==> src/rtl/key_event_ctrl.sv <==
// Classifies debounced key presses as SHORT/LONG/REPEAT and queues them through a
// round-robin arbiter into a 4-entry event FIFO drained over valid/ready.
module key_event_ctrl #(
  parameter int KEYS          = 4,
  parameter int LONG_CYCLES   = 27_000_000,
  parameter int REPEAT_CYCLES = 5_400_000,
  parameter bit REPEAT_EN     = 1'b1
) (
  input  logic            CLK,
  input  logic            RST,
  input  logic [KEYS-1:0] KEY_FLAG,
  input  logic [KEYS-1:0] KEY_STATE,
  input  logic            EVT_READY,
  input  logic            OVF_CLR,
  output logic            EVT_VALID,
  output logic [2:0]      EVT_KEY,
  output logic [1:0]      EVT_TYPE,
  output logic [KEYS-1:0] KEY_HELD,
  output logic            OVERFLOW
);

  localparam int IW = (KEYS > 1) ? $clog2(KEYS) : 1;

  localparam logic [1:0] EV_SHORT  = 2'b01;
  localparam logic [1:0] EV_LONG   = 2'b10;
  localparam logic [1:0] EV_REPEAT = 2'b11;

  localparam logic [24:0] LONG_LAST = 25'(LONG_CYCLES - 1);
  localparam logic [24:0] REP_LAST  = 25'(REPEAT_CYCLES - 1);

  typedef enum logic [1:0] {
    ST_IDLE = 2'd0,
    ST_HELD = 2'd1,
    ST_LONG = 2'd2
  } key_state_e;

  key_state_e      state_q   [KEYS];
  key_state_e      state_d   [KEYS];
  logic [24:0]     cnt_q     [KEYS];
  logic [24:0]     cnt_d     [KEYS];
  logic [KEYS-1:0] post;
  logic [1:0]      post_type [KEYS];
  logic [KEYS-1:0] press;
  logic [KEYS-1:0] release_s;

  logic [KEYS-1:0] slot_valid_q;
  logic [1:0]      slot_type_q [KEYS];

  logic [IW-1:0]   last_q;
  logic [IW-1:0]   grant_idx;
  logic            grant_any;
  logic [KEYS-1:0] grant;
  logic [3:0]      idx;
  logic            ovf_set;

  logic [2:0]      fifo_key  [4];
  logic [1:0]      fifo_type [4];
  logic [1:0]      wr_ptr;
  logic [1:0]      rd_ptr;
  logic [2:0]      fifo_cnt_q;
  logic            push;
  logic            pop;

  assign press     = KEY_FLAG & ~KEY_STATE;
  assign release_s = KEY_FLAG & KEY_STATE;

  always_ff @(posedge CLK or posedge RST) begin
    if (RST) begin
      for (int i = 0; i < KEYS; i++) begin
        state_q[i] <= ST_IDLE;
        cnt_q[i]   <= '0;
      end
    end else begin
      for (int i = 0; i < KEYS; i++) begin
        state_q[i] <= state_d[i];
        cnt_q[i]   <= cnt_d[i];
      end
    end
  end

  // Release beats the LONG threshold when both land on the same edge.
  always_comb begin
    for (int i = 0; i < KEYS; i++) begin
      state_d[i]   = state_q[i];
      cnt_d[i]     = cnt_q[i];
      post[i]      = 1'b0;
      post_type[i] = EV_SHORT;
      case (state_q[i])
        ST_IDLE: begin
          if (press[i]) begin
            state_d[i] = ST_HELD;
            cnt_d[i]   = '0;
          end
        end
        ST_HELD: begin
          if (release_s[i]) begin
            state_d[i]   = ST_IDLE;
            cnt_d[i]     = '0;
            post[i]      = 1'b1;
            post_type[i] = EV_SHORT;
          end else if (cnt_q[i] == LONG_LAST) begin
            state_d[i]   = ST_LONG;
            cnt_d[i]     = '0;
            post[i]      = 1'b1;
            post_type[i] = EV_LONG;
          end else begin
            cnt_d[i] = cnt_q[i] + 25'd1;
          end
        end
        ST_LONG: begin
          if (release_s[i]) begin
            state_d[i] = ST_IDLE;
            cnt_d[i]   = '0;
          end else if (cnt_q[i] == REP_LAST) begin
            cnt_d[i]     = '0;
            post[i]      = REPEAT_EN;
            post_type[i] = EV_REPEAT;
          end else begin
            cnt_d[i] = cnt_q[i] + 25'd1;
          end
        end
        default: begin
          state_d[i] = ST_IDLE;
          cnt_d[i]   = '0;
        end
      endcase
    end
  end

  always_comb begin
    for (int i = 0; i < KEYS; i++) begin
      KEY_HELD[i] = (state_q[i] != ST_IDLE);
    end
  end

  // Round-robin search begins one past the most recently granted key.
  always_comb begin
    grant_any = 1'b0;
    grant_idx = last_q;
    idx       = '0;
    if (fifo_cnt_q != 3'd4) begin
      for (int off = 1; off <= KEYS; off++) begin
        idx = 4'(last_q) + 4'(off);
        if (idx >= 4'(KEYS)) begin
          idx = idx - 4'(KEYS);
        end
        if (!grant_any && slot_valid_q[idx[IW-1:0]]) begin
          grant_any = 1'b1;
          grant_idx = idx[IW-1:0];
        end
      end
    end
    grant = grant_any ? (KEYS'(1) << grant_idx) : '0;
  end

  assign ovf_set = |(post & slot_valid_q & ~grant);

  always_ff @(posedge CLK or posedge RST) begin
    if (RST) begin
      slot_valid_q <= '0;
      for (int i = 0; i < KEYS; i++) begin
        slot_type_q[i] <= 2'b00;
      end
      last_q   <= IW'(KEYS - 1);
      OVERFLOW <= 1'b0;
    end else begin
      for (int i = 0; i < KEYS; i++) begin
        if (post[i]) begin
          slot_valid_q[i] <= 1'b1;
          slot_type_q[i]  <= post_type[i];
        end else if (grant[i]) begin
          slot_valid_q[i] <= 1'b0;
        end
      end
      if (grant_any) begin
        last_q <= grant_idx;
      end
      if (ovf_set) begin
        OVERFLOW <= 1'b1;
      end else if (OVF_CLR) begin
        OVERFLOW <= 1'b0;
      end
    end
  end

  assign push = grant_any;
  assign pop  = EVT_VALID & EVT_READY;

  always_ff @(posedge CLK or posedge RST) begin
    if (RST) begin
      for (int i = 0; i < 4; i++) begin
        fifo_key[i]  <= 3'd0;
        fifo_type[i] <= 2'b00;
      end
      wr_ptr     <= 2'd0;
      rd_ptr     <= 2'd0;
      fifo_cnt_q <= 3'd0;
    end else begin
      if (push) begin
        fifo_key[wr_ptr]  <= 3'(grant_idx);
        fifo_type[wr_ptr] <= slot_type_q[grant_idx];
        wr_ptr            <= wr_ptr + 2'd1;
      end
      if (pop) begin
        rd_ptr <= rd_ptr + 2'd1;
      end
      fifo_cnt_q <= fifo_cnt_q + {2'b00, push} - {2'b00, pop};
    end
  end

  assign EVT_VALID = (fifo_cnt_q != 3'd0);
  assign EVT_KEY   = EVT_VALID ? fifo_key[rd_ptr]  : 3'd0;
  assign EVT_TYPE  = EVT_VALID ? fifo_type[rd_ptr] : 2'b00;

endmodule

==> config.mk <==
export PLATFORM = sky130hd
export DESIGN_NAME = key_event_ctrl
export DESIGN_NICKNAME = d
export VERILOG_FILES = /design/src/rtl/key_event_ctrl.sv
export SDC_FILE = /design/constraint.sdc
export NUM_CORES = 1
export LEC_CHECK = 0
export ABC_AREA = 1
export BUFFER_PORTS_ARGS = -buffer_cell sky130_fd_sc_hd__buf_2
export CORE_ASPECT_RATIO = 0.5
export CORE_MARGIN = 1
export CORE_UTILIZATION = 58
export DETAILED_ROUTE_END_ITERATION = 12
export GPL_TIMING_DRIVEN = 1
export PLACE_DENSITY = 0.82
export SYNTH_ARGS = -nofsm -noshare
export SYNTH_HDL_FRONTEND = slang
export SYNTH_SLANG_ARGS = --single-unit
==> constraint.sdc <==
create_clock -name CLK -period 9.1 [get_ports CLK]
set_input_delay 0.455 -clock CLK [delete_from_list [all_inputs] [get_ports CLK]]
set_output_delay 0.455 -clock CLK [all_outputs]
set_load 0.03 [all_outputs]
==> summary by stage <==
Placed design
The count of buffers inserted at the top-level ports is 21. Detailed placement ended at an HPWL of 13500 um. The number of placed instances, taps included is 1381. Routability-driven placement finished with a final weighted congestion of 0.902.

Critical path
The type of destination of the critical path is a flip-flop. The startpoint class of the critical path is a flip-flop. Of all nets on the critical path, the largest fanout is 20. The data arrival at the endpoint of the critical path is 3.26 ns. By startpoint and endpoint, the worst setup path is classified as reg2reg. The data required time of the worst path is 9.37 ns.

Power
Of the total power, the share spent switching nets is 0.447. Summed over all cells, the static leakage comes to 4.42 nW. The power density of the placed cells is 277 mW/mm^2. The switching power total is 1.19 mW. The share of total power dissipated in sequential elements is 0.318. The share of total power dissipated in the clock network is 0.261.

The internal power is 1.47 mW. Across the VDD grid, the largest voltage drop is 0.000174 V. Of the total power, combinational logic draws 0.421.

Logic synthesis
The total standard cell area after synthesis is 0.00876 mm^2. Synthesis produced a netlist with a net count of 1213. The Yosys step of the flow raised 0 warnings. The count of distinct cell types in the synthesized netlist is 53. The flop and latch count out of synthesis is 146.

For this run, the register share of the synthesized area comes to 0.417. The synthesized area per cell is 7.44 um^2. The instance count of the mapped netlist is 1178.

Clocking
The clock net in this run drives a total of 146 sinks. The maximum buffer depth of the clock tree is 2. The H-tree was split into 4 levels. The tree is rooted in a clkbuf_16. The post-CTS resize count is 0. The TritonCTS buffer count is 17.

The CTS tree is done. The number of hold buffers added after CTS was 0. The number of setup buffers added after CTS is 0. After clock tree synthesis, the clock-pin slew on the worst setup and hold paths is 0.07 ns. The clock reaches the later pin of the worst-skew pair after 0.43 ns.

Floorplanning
The core box area is 0.0146 mm^2. The total die area is 0.0156 mm^2. The number of placement rows is 31. The starting density of the core is 0.599.

Measured along the x axis, the die boundary spans 176 um. The count of pins on the block boundary is 23. The vertical die dimension is 88.9 um.

STA
The final clock period utilization by the worst path is 0.329. On the final layout, the worst clock skew is 0.0108 ns. Setup repair after global routing left no endpoint under its margin. The achievable frequency is 334 MHz.

The worst slew slack as a fraction of its limit is 0.478. The number of hold violations in the final report is 0. For the pin with the worst max-slew slack, the measured transition is 0.783 ns. In the final timing run, aggregate negative setup slack is 0 ns. The post-route minimum period is 2.99 ns. The count of final setup violators is 0. The count of pins over their slew limit is 0.

Global route
The via count of the first global-routing pass is 7356. The first global-routing pass estimated 33400 um of wire. The number of antenna violations at the first check in global routing is 0. For this run the aggregate overflow at the end of global routing stands at 0. The global-route track usage on met3 is 0.0616.

For this run, global-route usage on met1 was measured as 0.358. The most heavily used metal layer in global routing is met2. Entering global routing, the biggest net connects 87 pins. For this run, global-route usage on met2 was measured as 0.433.

For this run, the total global-route usage over all layers was measured as 0.265.

Run
Across the run, the number of max-cap violations was 0.

Detailed routing
The wire length after detailed routing is 19500 um. The violation count after the first detailed-routing iteration is 701. Detailed routing inserted a total of 7867 vias.

In the routed layout, each cell is associated on average with a via count of 5.57. The mean routed wirelength per cell is 13.8 um. The count of antenna-violating nets left after detailed routing is 0. For this run, design rule violations remaining after detail routing come to 0. The iteration count of the initial detailed-routing pass is 5.

Finish
The number of standard cells in the layout, taps in and fillers out is 1413. The ratio of cells with drive above 1 in the final layout is 0.0757. The repair_antennas step left the layout with diodes totalling 0. After the last flow step, the layout net total stands at 1237.

At the end of the flow the core is filled with cells to 0.658. The area added between synthesis and finish is 9.88%.

Status
The run finished with clean final reports.

Worst hold path
The tightest min-delay check is of the in2async type.
## cell usage after synthesis (all sizes together)
library cell,instances,area [um^2]
a21o,1,7.51
and3b,1,8.76
o31ai,6,45.0
dfstp,2,52.6
o21a,1,7.51
a22oi,2,15.0
nor2,127,508
xnor2,3,26.3
a21oi,40,211
o2111ai,1,8.76
and3,1,6.26
conb,1,3.75
a31oi,4,25.0
a41oi,1,8.76
mux2i,1,10.0
a22o,1,8.76
fa,1,20.0
nor3b,1,7.51
nor3,44,241
clkbuf,10,38.8
nand4,35,225
inv,162,613
nand3,78,395
nand3b,3,22.5
o21ai,75,379
o22ai,25,156
dfrtp,144,3600
xor2,54,473
o32ai,1,8.76
buf,10,66.3
or2,1,6.26
o211ai,1,7.51
nand2,309,1210
ha,22,275
a32o,1,10.0
nor4,8,50.1
## state kept, by name, summed over array words and instances (netlist names)
name and count:
cnt_q 100, fifo_key 8, fifo_type 8, slot_type_q 8, state_q 8, slot_valid_q 4
fifo_cnt_q 3, last_q 2, rd_ptr 2, wr_ptr 2, OVERFLOW 1
## layout by cell type, fill, tap and decap left out, types with 22 or more instances in the layout
cell type  netlist  routed
ha_1            22      22
xor2_1          54      54
nand2_1        296     296
nand4_1         34      34
nand3_1         77      77
nor2_1         120     120
nor3_1          41      41
dfrtp_1        144     144
inv_1          158     157
o22ai_1         25      25
o21ai_0         71      71
a21oi_1         39      39
## power by group through the flow
stage	Sequential [mW]	Combinational, mW	Clock (mW)
2_1_floorplan	0.827	0.891	0
3_3_place_gp	0.851	1.07	0
3_5_place_dp	0.855	1.11	0
4_1_cts	0.846	1.12	0.705
5_1_grt	0.861	1.27	0.736
6_report	0.847	1.12	0.696
## final cells by class
type	instances	area (um^2)
Clock buffer	18	439
Sequential cell	146	3660
Fill cell	1170	5000
Inverter	162	618
Timing Repair Buffer	25	135
Tap cell	198	248
Multi-Input combinational cell	850	4390
Clock inverter	14	144
## cells by family after synthesis
kind of cell,count (synthesis),synth area share
and+or+nand+nor,608,0.306
buffers and inverters,182,0.0820
AOI/OAI and AO/OA,160,0.103
DFF,146,0.417
xor gates and xnor gates,57,0.0570
adders and majority gates,23,0.0337
other,1,0.000428
muxes,1,0.00114
## layer usage
| metal | vias up | part of all wire |
|---|---|---|
| met4 | 0 | 0.0062 |
| met3 | 17 | 0.058 |
| met1 | 3689 | 0.46 |
| met5 | - | 0 |
| met2 | 269 | 0.47 |
| li1 | 3892 | - |
## through the flow
step           area, um^2  power (mW)  setup WS (ns)  hold slack, ns
2_1_floorplan        8760        1.72           4.73           0.442
3_3_place_gp         9040        1.92           6.29           0.462
3_5_place_dp         9040        1.97           6.13           0.469
4_1_cts              9630        2.67           6.13           0.205
5_1_grt              9630        2.87           5.81           0.217
6_report             9630        2.67           6.11           0.164
## critical path: stages (launching register included)
cell	delay [ns]
dfrtp_1	0.38
inv_1	0.10
ha_1	0.15
inv_1	0.06
a21oi_1	0.59
inv_1	0.53
nand2_1	0.17
inv_1	0.05
nand2_1	0.35
inv_1	0.25
nand3_1	0.11
o21ai_0	0.09
## final timing paths
check	startpoint	end	slack, ns	cells after the start
worst max-delay path	state_q[7]	cnt_q[86]	6.11	11
worst min-delay path	RST	cnt_q[34]	0.16	2
worst max register to register	state_q[7]	cnt_q[86]	6.11	11
worst min register to register	slot_type_q[5]	slot_type_q[5]	0.48	2
max in group asynchronous	RST	cnt_q[68]	7.66	3
min in group CLK	OVF_CLR	OVERFLOW	0.37	6
Note: power is estimated with default switching activity, not from simulation.
